[src/rtl/serial_subtractor_pkg.sv]
// Shared state encodings and sizing helper for the bit-serial subtractor.
package serial_subtractor_pkg;

    localparam logic [1:0] ST_IDLE = 2'd0;
    localparam logic [1:0] ST_RUN  = 2'd1;
    localparam logic [1:0] ST_DONE = 2'd2;

    typedef enum logic [1:0] {
        S_IDLE = ST_IDLE,
        S_RUN  = ST_RUN,
        S_DONE = ST_DONE
    } state_t;

    function automatic int cnt_width(input int w);
        return (w < 2) ? 1 : $clog2(w);
    endfunction

endpackage

[src/rtl/serial_subtractor_full_subtractor.sv]
// Single-bit full subtractor: d = a - b - bin, with borrow-out.
module full_subtractor (
    input  logic a,
    input  logic b,
    input  logic bin,
    output logic d,
    output logic bout
);

    assign d    = a ^ b ^ bin;
    assign bout = (~a & b) | (~(a ^ b) & bin);

endmodule

[src/rtl/serial_subtractor.sv]
// Bit-serial subtractor: diff = a - b, one bit per clock LSB first, start/busy/done handshake.
import serial_subtractor_pkg::*;

module serial_subtractor #(
    parameter int WIDTH = 8
) (
    input  logic             clk,
    input  logic             rst,
    input  logic             start,
    input  logic [WIDTH-1:0] a,
    input  logic [WIDTH-1:0] b,
    output logic             busy,
    output logic             done,
    output logic [WIDTH-1:0] diff,
    output logic             borrow,
    output logic             ovf
);

    localparam int            CW   = cnt_width(WIDTH);
    localparam logic [CW-1:0] LAST = CW'(WIDTH - 1);

    state_t           r_state;
    state_t           w_next;
    logic [WIDTH-1:0] r_a;
    logic [WIDTH-1:0] r_b;
    logic [WIDTH-1:0] r_res;
    logic [CW-1:0]    r_cnt;
    logic             r_bin;
    logic [WIDTH-1:0] r_diff;
    logic             r_borrow;
    logic             r_ovf;
    logic             r_busy;
    logic             r_done;
    logic             w_d;
    logic             w_bout;
    logic             w_last;
    logic [WIDTH-1:0] w_shift;

    full_subtractor u_fs (
        .a    (r_a[0]),
        .b    (r_b[0]),
        .bin  (r_bin),
        .d    (w_d),
        .bout (w_bout)
    );

    assign w_last  = (r_state == S_RUN) && (r_cnt == LAST);
    assign w_shift = {w_d, r_res[WIDTH-1:1]};

    always_ff @(posedge clk or posedge rst) begin
        if (rst) begin
            r_state <= S_IDLE;
        end else begin
            r_state <= w_next;
        end
    end

    always_comb begin
        w_next = r_state;
        case (r_state)
            S_IDLE:  if (start) w_next = S_RUN;
            S_RUN:   if (r_cnt == LAST) w_next = S_DONE;
            S_DONE:  w_next = S_IDLE;
            default: w_next = S_IDLE;
        endcase
    end

    // Handshake flags are registered copies of the upcoming state.
    always_ff @(posedge clk or posedge rst) begin
        if (rst) begin
            r_busy <= 1'b0;
            r_done <= 1'b0;
        end else begin
            r_busy <= (w_next == S_RUN) || (w_next == S_DONE);
            r_done <= (w_next == S_DONE);
        end
    end

    always_ff @(posedge clk or posedge rst) begin
        if (rst) begin
            r_a      <= '0;
            r_b      <= '0;
            r_res    <= '0;
            r_cnt    <= '0;
            r_bin    <= 1'b0;
            r_diff   <= '0;
            r_borrow <= 1'b0;
            r_ovf    <= 1'b0;
        end else if (r_state == S_IDLE && start) begin
            r_a   <= a;
            r_b   <= b;
            r_cnt <= '0;
            r_bin <= 1'b0;
        end else if (r_state == S_RUN) begin
            r_res <= w_shift;
            r_a   <= r_a >> 1;
            r_b   <= r_b >> 1;
            r_bin <= w_bout;
            r_cnt <= r_cnt + CW'(1);
            // On the last bit the operand LSBs hold the captured MSBs.
            if (w_last) begin
                r_diff   <= w_shift;
                r_borrow <= w_bout;
                r_ovf    <= (r_a[0] != r_b[0]) && (w_d != r_a[0]);
            end
        end
    end

    assign busy   = r_busy;
    assign done   = r_done;
    assign diff   = r_diff;
    assign borrow = r_borrow;
    assign ovf    = r_ovf;

endmodule
[config.mk]
export PLATFORM = sky130hd
export DESIGN_NAME = serial_subtractor
export DESIGN_NICKNAME = d
export VERILOG_FILES = /design/src/rtl/serial_subtractor_pkg.sv /design/src/rtl/serial_subtractor_full_subtractor.sv /design/src/rtl/serial_subtractor.sv
export SDC_FILE = /design/constraint.sdc
export NUM_CORES = 1
export LEC_CHECK = 0
export CELL_PAD_IN_SITES_DETAIL_PLACEMENT = 0
export CELL_PAD_IN_SITES_GLOBAL_PLACEMENT = 2
export CORE_MARGIN = 2
export CORE_UTILIZATION = 32
export DETAILED_ROUTE_END_ITERATION = 10
export PLACE_DENSITY = 0.73
export SYNTH_ARGS = -nofsm -noshare
export SYNTH_HDL_FRONTEND = slang
export SYNTH_HIERARCHICAL = 1
export SYNTH_SLANG_ARGS = --single-unit
[constraint.sdc]
create_clock -name clk -period 1.35 [get_ports clk]
set_input_delay 0.27 -clock clk [delete_from_list [all_inputs] [get_ports clk]]
set_output_delay 0.27 -clock clk [all_outputs]
set_load 0.02 [all_outputs]
# --- Word-level counts from Yosys, hierarchy flattened ---
# Cells that the tools add are included.
totals:
  latchBits: 0
  ramBits: 0
  rom_bits: 0
  regBits: 42
  n_memories: 0
  input_bits: 19
op_classes:
  n_eq_ne: 6
  n_mul: 0
  reduce_logical: 8
  order_cmp: 0
  bitwise_logic: 8
  mux: 11
  shift: 0
  div_mod_pow: 0
  addsub: 1
op_table:
  columns: ["cell", "count"]
  rows:
  - ["$mux W8", 4]
  - ["$mux W3", 2]
  - ["$eq A2 B1 Y1 const B", 2]
  - ["$mux W2", 2]
  - ["$pmux W2 S2", 1]
  - ["$add A3 B1 Y3 const B", 1]
  - ["$eq A3 B3 Y1 const B", 1]
  - ["$logic_and A1 B1 Y1", 3]
  - ["$not A1 Y1", 3]
  - ["$reduce_and A3 Y1", 1]
  - ["$and A1 B1 Y1", 2]
  - ["$eq A2 B2 Y1 const B", 1]
  - ["$logic_not A2 Y1", 1]
  - ["$mux W1", 2]
  - ["$ne A1 B1 Y1", 2]
  - ["$reduce_and A2 Y1", 1]
  - ["$reduce_bool A2 Y1", 1]
  - ["$xor A1 B1 Y1", 2]
  - ["$logic_or A1 B1 Y1", 1]
  - ["$or A1 B1 Y1", 1]

# --- Depth between registers and ports, before layout ---
logic_depth:
  ltp_word: 6
  ltp_mapped: 7
  ltp_nobuf: 6

# --- By module ---
# The synthesis kept the hierarchy.
modules_own_cells:
  columns: ["module", "cells_per_inst", "n_inst", "area_per_inst_um2", "seq_area_each_um2"]
  rows:
  - ["serial_subtractor", 131, 1, 1750.4, 1026.0]
  - ["full_subtractor", 4, 1, 31.3, 0.0]

# --- Worst setup path after synthesis ---
# No wires, ideal clock.
synth_path:
  kind: "register -> register"
  from: "register r_cnt[0]"
  to: "register r_busy, in the netlist busy"
  path_stages_with_launch: 8
  required_ps: 1237
  t_arrival_ps: 1336
  slack_ps: -99
  cell_sequence: "dfrtp_1 ha_1 ha_1 nand3b_4 buf_12 inv_1 ha_1 inv_1"
synth_between:
  elab_chain_len: 5
synth_rtl:
  columns: ["element", "line", "text"]
  rows:
  - ["start: declaration", "serial_subtractor.sv:27", "logic [CW-1:0] r_cnt;"]
  - ["start signal: assignment", "serial_subtractor.sv:99", "r_cnt <= r_cnt + CW'(1);"]
  - ["$eq A3 B3 Y1 (*)", "serial_subtractor.sv:62", "S_RUN: if (r_cnt == LAST) w_next = S_DONE;"]
  - ["$mux W2 (*)", "serial_subtractor.sv:62", null]
  - ["$pmux W2 S2 (*)", "serial_subtractor.sv:60", "case (r_state)"]
  - ["net w_next[1]", "serial_subtractor.sv:23", "state_t w_next;"]
  - ["$eq A2 B1 Y1 / $eq A2 B2 Y1 (equally long branches)", "serial_subtractor.sv:74", "r_busy <= (w_next == S_RUN) || (w_next == S_DONE);"]
  - ["$logic_or A1 B1 Y1 (*)", "serial_subtractor.sv:74", null]
  - ["end signal: assignment", "serial_subtractor.sv:74", null]
  - ["end: declaration", "serial_subtractor.sv:32", "logic r_busy;"]
# The timed path passes the listed nets; every way through them passes the cells marked *.
# A chain may end at the register's enable or synchronous reset.

# --- Final worst setup path ---
layout_path:
  from: "register r_cnt[0]"
  to: "register r_diff[4], in the netlist diff[4]"
layout_between:
  elab_chain_len: 3
layout_rtl:
  columns: ["element", "line", "text"]
  rows:
  - ["$eq A3 B3 Y1", "serial_subtractor.sv:47", "assign w_last = (r_state == S_RUN) && (r_cnt == LAST);"]
  - ["$logic_and A1 B1 Y1", "serial_subtractor.sv:47", null]
  - ["$reduce_and A3 Y1 (no line)", null, null]
  - ["end signal: assignment", "serial_subtractor.sv:102", "r_diff <= w_shift;"]
  - ["end: declaration", "serial_subtractor.sv:29", "logic [WIDTH-1:0] r_diff;"]
# No other way between the ends.

==> impl_metrics.toml <==
[floorplan]
fp.coreArea_sq_um = 5440
dieArea_sq_um = 6180
start_util_pct = 32.8
ios = 31
dieWidth_microns = 78.6
rows = 27
fp.dieH_microns = 78.6

[power]
net-switching-power_uw = 1770
comb_power_share_pct = 43.8
p_total_uw = 5530
switching_share_pct = 32.0
power.leakage_uw = 0.00116
power.internal_uw = 3760
power_per_cell_area_nw_per_um2 = 2220
p_clk_share_pct = 18.6
p_seq_share_pct = 37.6
ir_drop_v = 0.000886

[drt]
wire_per_inst_microns = 13.3
vias = 1218
drc_errors = 0
wl_microns = 3450
via_per_inst = 4.68
ant_nets = 0
drt_iter0_drc = 38
dr.pass1.iters = 4

[setup_path]
reg2regPathDepth = 4
slowest_stage = "dfrtp_1"
path_cells = "ha_2, ha_4, nand3b_4, mux2_4"
crit_required_ps = 1530
critPathArrivalTime_ps = 1550
slowest_delay_ps = 390
path_buf_inv = 0
endpoint_kind = "register"
cp_max_fo = 6
cp.depth = 4
start_kind = "register"
crit_family = "flip-flops"
critical_path_class = "reg -> reg"

[logic_synthesis]
yosysSeqAreaShare_pct = 57.6
synthDistinctLibCells = 24
postSynthCellCount = 135
avgSynthCellArea_sq_um = 13.2
netlist_area_sq_um = 1780
ys_ff_latch = 41
yosys_warnings = 6
synth_nets = 158

[global_route]
overflow = 0
globalRouteTotalUtil_pct = 12.8
gr-usage-met1_pct = 16.7
met2_usage_pct = 19.7
grt_pass1_vias = 1263
grt_max_degree = 42
antenna_found_initial = 0
grt_util_met3_pct = 3.45
grt_pass1_wl_microns = 6150
top_usage_layer = "met2"

[sta]
slew_violations = 0
skew_ps = 7.57
worst_pin_slew_ps = 226
slew_headroom_pct = 85.0
fin_crit_sh_pct = 102
rsz0062_at_grt = "yes"
setup_viol = 7
hold_viol = 0
setup_ws_ps = -21.7
min_period_ps = 1370
fmax_mhz = 729

[cells_and_area]
mostFrequentLayoutCell = "dfrtp_1"
fin_nets = 210
drive_gt1_share_pct = 33.5
fillers = 502
synthToLayoutAreaGrowth_pct = 39.5
final_core_util_pct = 45.7
final_cell_area_sq_um = 2480
n_antenna_cell = 0
layout_common_cells = "dfrtp_1 (39), buf_4 (19), clkdlybuf4s50_1 (18)"

[placement]
pre_cts_slack_ps = -141
place.gp.congestion = 0.677
place_area_sq_um = 2290
hpwl_microns = 2310
io_buffers = 30

[clock_tree]
clock_path_buffers = 2
cts_made_buffers = 5
cts_tree = "done"
hold_buffers = 0
root_buffer = "clkbuf_8"
clk_latency_ps = 290
path_clk_slew_ps = 80
cts_sinks = 41
h-tree-depth = 2

[hold_path]
holdCritPathClass = "in -> async"

[run]
maxCapViolations = 0

[outcome]
status = "finished, violations left"
violations = "negative setup slack"
[per-stage QoR]
step / TNS (ps) / cells / hold slack [ps]
after floorplan: -14.9 / 135 / 403
final: -82.4 / 260 / 335
after global placement: -1970 / 245 / 463
after global routing: -358 / 260 / 376
after CTS: -155 / 256 / 340
after detailed placement: -2470 / 245 / 475
[layer usage]
metal | part of all wire (%) | vias up | wire length (microns)
met4 | 2.1 | 0 | 72
met5 | 0 | - | 0
met1 | 47 | 612 | 1640
met2 | 46 | 22 | 1600
met3 | 4.1 | 6 | 140
li1 | - | 578 | -
[path summary, 6_finish.rpt]
| path | from | slack, ps | end |
|---|---|---|---|
| max | r_cnt[0]$_DFFE_PP0P_ | -20 | diff[4]$_DFFE_PP0P_ |
| min | rst | 330 | r_bin$_DFFE_PP0P_ |
| max reg2reg | r_cnt[0]$_DFFE_PP0P_ | -20 | diff[4]$_DFFE_PP0P_ |
| min reg2reg | ovf$_DFFE_PP0P_ | 480 | ovf$_DFFE_PP0P_ |
| max in group asynchronous | rst | 810 | r_state[1]$_DFF_PP0_ |
| min in group clk | ovf$_DFFE_PP0P_ | 480 | ovf$_DFFE_PP0P_ |
[power groups by stage]
stage | logic [uW] | clock network (uW) | registers, uW
after floorplan | 1390 | 0 | 2220
after global placement | 2240 | 0 | 2070
after detailed placement | 2310 | 0 | 2090
after CTS | 2330 | 1060 | 2080
after global routing | 2660 | 1100 | 2160
final | 2420 | 1030 | 2080
[cell families (layout without fill, tap and decap cells)]
kind of cell,count (synthesis),in the layout,share of synthesized area (%)
compound gates,37,37,13.7
buf+inv,15,67,5.62
simple gates,21,22,7.02
flops,41,41,57.6
fa+ha+maj,4,4,3.23
mux,17,17,12.9
[cell type report]
cell class                      count  area [sq um]  share of cell area, %
Sequential cell                    41          1030                   41.4
Multi-Input combinational cell     80           729                   29.4
Timing Repair Buffer               52           488                   19.6
Tap cell                           72          90.1                   3.63
Clock inverter                      2          37.5                   1.51
Inverter                            7          28.8                   1.16
Clock buffer                        6          82.6                   3.32
[worst reg2reg max path: stages (launching register included)]
cell      delay (ps)
dfrtp_1          390
ha_2             200
ha_4             190
nand3b_4         160
mux2_4           320
[synthesized netlist by cell type]
cell	instances	area, sq um
a21o_1	1	7.51
a21oi_1	1	5.00
a22o_1	5	43.8
a22oi_1	14	105
and2b_1	1	7.51
buf_12	1	20.0
buf_2	1	5.00
buf_4	3	22.5
buf_6	2	22.5
clkbuf_1	1	3.75
dfrtp_1	41	1030
fa_1	1	20.0
ha_1	3	37.5
inv_1	7	26.3
mux2_2	7	78.8
mux2_4	10	150
nand2_1	15	56.3
nand3b_4	1	20.0
nor2b_1	1	6.26
nor2b_4	2	27.5
nor3b_1	1	7.51
o21ai_0	14	70.1
o21ai_1	1	5.00
o21bai_1	1	7.51
[what timing repair did]
item | CTS | global route
cloned | 1 | 0
gates resized for setup | 19 | 3
endpoints found under the hold margin | 0 | 0
endpoints found under the setup margin | 24 | 21
pin swaps | 4 | 1
buffers inserted | 2 | 4
[registers in the layout (all words and copies together) (netlist names)]
signal,count
r_a,8
r_b,8
r_state,2
r_bin,1
r_res,7
diff,8
busy,1
borrow,1
r_cnt,3
done,1
ovf,1
Note: power is estimated with default switching activity, not from simulation.
